[src/rtl/switch_pkg.sv]
// Shared switch-port constants and sizing helpers.
// Latency: n/a (package).
// Backpressure: n/a (package).
package switch_pkg;

    // Default buffer geometry used by every switch port instance.
    localparam int SW_FIFO_DEPTH = 64;
    localparam int SW_FIFO_W     = 8;

    // Occupancy counter width: must represent 0..depth inclusive.
    function automatic int cnt_w(input int depth);
        return $clog2(depth) + 1;
    endfunction

endpackage

[src/rtl/fifo_ram.sv]
// Simple dual-port memory, W_WIDTH x DEPTH, one write and one read port.
// Latency: 1 cycle, registered read data (rd_dat updates on the edge after rd_en).
// Backpressure: none; rd_dat holds its value when rd_en is low. No reset.
//
// Ports: clk; wr_en/wr_addr/wr_dat write port; rd_en/rd_addr read request;
//        rd_dat registered read data.
module fifo_ram #(
    parameter int DEPTH   = 64,
    parameter int W_WIDTH = 8,
    localparam int ADDR_W = $clog2(DEPTH)
) (
    input  logic               clk,
    input  logic               wr_en,
    input  logic [ADDR_W-1:0]  wr_addr,
    input  logic [W_WIDTH-1:0] wr_dat,
    input  logic               rd_en,
    input  logic [ADDR_W-1:0]  rd_addr,
    output logic [W_WIDTH-1:0] rd_dat
);

    logic [W_WIDTH-1:0] mem [DEPTH];

    // Same-address write and read in one cycle returns the old word, which
    // is what a full FIFO doing a simultaneous push/pop needs.
    always_ff @(posedge clk) begin
        if (wr_en) begin
            mem[wr_addr] <= wr_dat;
        end
        if (rd_en) begin
            rd_dat <= mem[rd_addr];
        end
    end

endmodule

[src/rtl/fifo_sync_flags.sv]
// Synchronous FIFO with level flags, occupancy count and sticky error flags.
// Latency: 1 cycle from accepted rd_en to rd_valid/data_out; flags follow the registered count.
// Backpressure: push rejected when full (unless popping), pop rejected when empty; rejects set overflow/underflow.
//
// Ports: clk, rst_n (sync, active-low); wr_en/data_in push; rd_en pop;
//        data_out/rd_valid read result; full/empty/almost_full/almost_empty/count
//        status; err_clr clears overflow/underflow sticky errors.
module fifo_sync_flags
    import switch_pkg::*;
#(
    parameter int DEPTH    = SW_FIFO_DEPTH,
    parameter int W_WIDTH  = SW_FIFO_W,
    parameter int AF_LEVEL = DEPTH - 4,
    parameter int AE_LEVEL = 4,
    localparam int ADDR_W  = $clog2(DEPTH),
    localparam int CNT_W   = cnt_w(DEPTH)
) (
    input  logic               clk,
    input  logic               rst_n,
    input  logic               wr_en,
    input  logic [W_WIDTH-1:0] data_in,
    input  logic               rd_en,
    output logic [W_WIDTH-1:0] data_out,
    output logic               rd_valid,
    output logic               full,
    output logic               empty,
    output logic               almost_full,
    output logic               almost_empty,
    output logic [CNT_W-1:0]   count,
    input  logic               err_clr,
    output logic               overflow,
    output logic               underflow
);

    localparam logic [CNT_W-1:0] FULL_CNT = CNT_W'(DEPTH);
    localparam logic [CNT_W-1:0] AF_CNT   = CNT_W'(AF_LEVEL);
    localparam logic [CNT_W-1:0] AE_CNT   = CNT_W'(AE_LEVEL);

    logic [ADDR_W-1:0]  wr_ptr;
    logic [ADDR_W-1:0]  rd_ptr;
    logic               wr_acc;
    logic               rd_acc;
    logic               rd_seen;
    logic [W_WIDTH-1:0] ram_rd_dat;

    // Flags are pure compares of the registered count.
    assign full         = (count == FULL_CNT);
    assign empty        = (count == '0);
    assign almost_full  = (count >= AF_CNT);
    assign almost_empty = (count <= AE_CNT);

    // A pop on a full FIFO frees the slot the push needs. An empty FIFO
    // never pops, even with a concurrent push (no bypass).
    assign rd_acc = rd_en && !empty;
    assign wr_acc = wr_en && (!full || rd_en);

    fifo_ram #(
        .DEPTH   (DEPTH),
        .W_WIDTH (W_WIDTH)
    ) u_ram (
        .clk     (clk),
        .wr_en   (wr_acc),
        .wr_addr (wr_ptr),
        .wr_dat  (data_in),
        .rd_en   (rd_acc),
        .rd_addr (rd_ptr),
        .rd_dat  (ram_rd_dat)
    );

    // The RAM read register has no reset, so data_out reads as zero until
    // the first pop after reset. After that the RAM register holds the last
    // popped word because its read enable is the accepted pop.
    assign data_out = rd_seen ? ram_rd_dat : '0;

    always_ff @(posedge clk) begin
        if (!rst_n) begin
            wr_ptr    <= '0;
            rd_ptr    <= '0;
            count     <= '0;
            rd_valid  <= 1'b0;
            rd_seen   <= 1'b0;
            overflow  <= 1'b0;
            underflow <= 1'b0;
        end else begin
            rd_valid <= rd_acc;

            if (wr_acc) begin
                wr_ptr <= wr_ptr + ADDR_W'(1);
            end
            if (rd_acc) begin
                rd_ptr  <= rd_ptr + ADDR_W'(1);
                rd_seen <= 1'b1;
            end

            case ({wr_acc, rd_acc})
                2'b10:   count <= count + CNT_W'(1);
                2'b01:   count <= count - CNT_W'(1);
                default: count <= count;
            endcase

            // A new error event in the same cycle as err_clr keeps the flag set.
            if (wr_en && !wr_acc) begin
                overflow <= 1'b1;
            end else if (err_clr) begin
                overflow <= 1'b0;
            end

            if (rd_en && !rd_acc) begin
                underflow <= 1'b1;
            end else if (err_clr) begin
                underflow <= 1'b0;
            end
        end
    end

endmodule

[config.mk]
export PLATFORM = sky130hd
export DESIGN_NAME = fifo_sync_flags
export DESIGN_NICKNAME = d
export VERILOG_FILES = /design/src/rtl/switch_pkg.sv /design/src/rtl/fifo_ram.sv /design/src/rtl/fifo_sync_flags.sv
export SDC_FILE = /design/constraint.sdc
export NUM_CORES = 1
export LEC_CHECK = 0
export ABC_AREA = 1
export BUFFER_PORTS_ARGS = -buffer_cell sky130_fd_sc_hd__buf_2
export CORE_UTILIZATION = 36
export DETAILED_ROUTE_END_ITERATION = 6
export HOLD_SLACK_MARGIN = 0.05
export PLACE_DENSITY = 0.53
export SYNTH_ARGS = -nofsm -noshare
export SYNTH_HDL_FRONTEND = slang
export SYNTH_SLANG_ARGS = --single-unit
[constraint.sdc]
create_clock -name clk -period 2.8 [get_ports clk]
set_input_delay 0.28 -clock clk [delete_from_list [all_inputs] [get_ports clk]]
set_output_delay 0.28 -clock clk [all_outputs]
set_load 0.01 [all_outputs]
==> flow_summary.yaml <==
synth:
  syn-cell-area_mm2: 0.0232
  yosysTopAreaCell: "edfxtp_1"
  synth_cells: 2194
  synth-seq-area-share_pct: 69.4
  ys_ff_latch: 543
  synth_nets: 2216
  ys_types: 31
  synth_top_area_share_pct: 67.4
  yosys-top-cells-area: "edfxtp_1, nand2_1, nand3_1, inv_1, nor2_1"
  avgSynthCellArea_um2: 10.6
  yosys_warnings: 0
timing:
  min_period_over_period_pct: 88.6
  tns_ns: 0
  finalMaxSlewViolations: 0
  setup_slack_ns: 0.318
  setup_violations: 0
  fmax_ghz: 0.403
  worstMarginPinSlew_ns: 0.817
  holdWs_ns: 0.116
  finClkSkew_ns: 0.0226
  max_slew_margin_pct: 45.5
  hold_viol: 0
  rsz0062_at_grt: "false"
  period_minus_slack_ns: 2.48
hold_path:
  holdPathEnd: "u_ram.mem[59][0]$_DFFE_PP_"
  min_path_cells: 1
  hold_class: "input port to register"
  hold_start: "data_in[0]"
worst_setup_path:
  rr_startpoint: "count[4]$_SDFFE_PN0P_"
  cp-end-kind: "register"
  crit_chain: "nor2_1 > nand2_1 > nor2_1 > nor2_1 > ha_1 > buf_4 > ha_1 > a21oi_1 > nand2_1 > nand2_1 > a21oi_1 > nor2_1 > nand2_1 > nand2_1 > inv_1"
  r2r-end: "count[5]$_SDFFE_PN0P_"
  regToRegSetupSlack_ns: 0.32
  required_ns: 3.31
  slowest_delay_ns: 0.33
  worstRegToRegCells: 15
  cp_slowest_cell: "dfxtp_1"
  worstPathMaxFanout: 6
  worstSetupPathType: "register to register"
  startpoint_type: "register"
  cp_common_cell: "nand2_1"
  crit_arrival_ns: 2.99
global_route:
  grtUsageTotal_pct: 18.4
  grt_overflow: 0
  first_global_vias: 15000
  antenna_found_initial: 0
  grt_max_degree: 178
  grt_pass1_wl_um: 92200
clock_tree:
  clk_latency_ns: 0.62
  cts-buffers-inserted: 59
  cts_max_level: 2
  cts_root_buf: "clkbuf_16"
  ctsResizeCount: 0
  cts_buffer_depth: 3
  path_clk_slew_ns: 0.06
  clock-sinks: 543
  cts_tree: "done"
floorplanning:
  io_pins: 35
  die_y_um: 256
  core_region_area_mm2: 0.0633
  die_x_um: 256
  die_area_mm2: 0.0654
  initial_core_util_pct: 36.6
  rows: 92
run:
  maxCapViolCount: 0
detailed_routing:
  avgViaCountPerCell: 4.88
  wire_per_inst_um: 19.0
  ant_nets: 0
  routed_wl_um: 60300
  first_pass_iters: 5
  drc: 0
  num_vias: 15500
  drt_iter0_markers: 1315
run_status:
  status: "complete, no violations"
layout:
  nNetsFinal: 2301
  diodes: 0
  drive_above_1_share_pct: 9.62
  utilization_pct: 42.1
  syn_to_final_growth_pct: 15.0
  fill_cells: 6072
placed_design:
  gp_congestion: 0.862
  portBuffers: 34
  dp_hpwl_um: 37300
  place_ws_ns: 0.327
power:
  power_density_mw_per_mm2: 797
  cellLeakagePower_nw: 10.5
  ir_drop_uv: 561
## cells in the final DEF (no fill, tap or decap), types with 2 or more instances in the layout
cell type | netlist | final
nand2_1 | 738 | 738
edfxtp_1 | 520 | 520
nand3_1 | 289 | 289
inv_1 | 201 | 200
nor2_1 | 165 | 165
buf_4 | 7 | 83
clkbuf_16 | 0 | 61
a21oi_1 | 52 | 52
buf_2 | 63 | 34
o21ai_0 | 26 | 26
o211ai_1 | 25 | 25
dfxtp_1 | 23 | 21
clkinv_1 | 4 | 20
clkbuf_1 | 32 | 15
buf_12 | 0 | 11
ha_1 | 8 | 8
clkinv_2 | 0 | 8
nand2_4 | 7 | 7
xor2_1 | 6 | 6
clkbuf_8 | 0 | 6
nor3_1 | 5 | 5
dlygate4sd3_1 | 0 | 5
inv_6 | 1 | 2
nor3b_1 | 2 | 2
nand4_1 | 2 | 2
clkinvlp_4 | 0 | 2
bufinv_16 | 0 | 2
dfxtp_4 | 0 | 2
## how the worst max path moves through the flow
| stage | from | endpoint | slack, ns | cells past startpoint |
|---|---|---|---|---|
| 3_5_place_dp | count[4]$_SDFFE_PN0P_ | count[5]$_SDFFE_PN0P_ | 0.33 | 15 |
| 6_report | count[4]$_SDFFE_PN0P_ | count[5]$_SDFFE_PN0P_ | 0.32 | 15 |
| 4_1_cts | count[4]$_SDFFE_PN0P_ | count[5]$_SDFFE_PN0P_ | 0.31 | 15 |
| 2_1_floorplan | count[1]$_SDFFE_PN0P_ | count[6]$_SDFFE_PN0P_ | 0.007 | 15 |
| 5_1_grt | count[4]$_SDFFE_PN0P_ | count[5]$_SDFFE_PN0P_ | 0.01 | 15 |
| 3_3_place_gp | count[4]$_SDFFE_PN0P_ | count[6]$_SDFFE_PN0P_ | 0.41 | 15 |
## logic make-up after synthesis
family / count (synthesis) / synth area share [%]
simple gates: 1212 / 21.6
flops: 543 / 69.4
buf+inv: 317 / 5.61
compound gates: 106 / 2.59
fa+ha+maj: 9 / 0.519
xor+xnor: 7 / 0.265
## registers in the layout, indices dropped and copies added, names as in the netlist
| register | count |
|---|---|
| rd_valid | 1 |
| u_ram.mem | 512 |
| wr_ptr | 6 |
| rd_seen | 1 |
| u_ram.rd_dat | 8 |
| underflow | 1 |
| overflow | 1 |
| rd_ptr | 6 |
| count | 7 |
## critical path: cells and delay by family, from the launching register on
family                     cells  cell delay [ns]
adders and majority gates      2             0.55
and+or+nand+nor                9             1.01
DFF                            1             0.33
buffers and inverters          2             0.21
AOI/OAI and AO/OA              2             0.29
## per-layer routing
layer	wire [µm]	global-route usage, %
met2	28900	30.6
met3	3480	2.99
met1	26500	25.0
met5	0	0
met4	1520	5.14
## metrics by stage
step                cell area, µm²  total power [W]  cells
finish                       26600           0.0212   3175
global route                 26600           0.0222   3175
floorplan                    23200           0.0124   2194
detailed placement           24700           0.0140   3059
CTS                          26600           0.0214   3175
global placement             24700           0.0140   3059
## timing repair
item	CTS	global route
setup buffers	0	0
hold endpoints to repair	14	0
hold buffers	5	0
## power breakdown
group,internal [W],switching (W)
combinational,0.00139,0.00321
clock,0.00430,0.00311
sequential,0.00909,0.000132
total,0.0148,0.00645
## synthesized netlist by cell type, drive strengths merged
library cell  count
dfxtp            23
o21ai            27
a21oi            52
inv             204
clkbuf           32
nand2           746
nor3b             2
clkinv            4
fa                1
nand3b            1
nand3           291
ha                8
nor2            165
nand4             2
buf              77
nor3              5
a21o              1
xor2              6
o41ai             1
edfxtp          520
o211ai           25
xnor2             1
## area by class of cell
cell class / instances / area [µm²] / area share [%]
Clock inverter: 29 / 184 / 0.690
Sequential cell: 543 / 16100 / 60.4
Multi-Input combinational cell: 1334 / 5790 / 21.7
Timing Repair Buffer: 133 / 1060 / 3.99
Clock buffer: 82 / 1670 / 6.25
Tap cell: 846 / 1060 / 3.97
Inverter: 208 / 793 / 2.98
No activity file was read; power rests on OpenSTA's default activity.
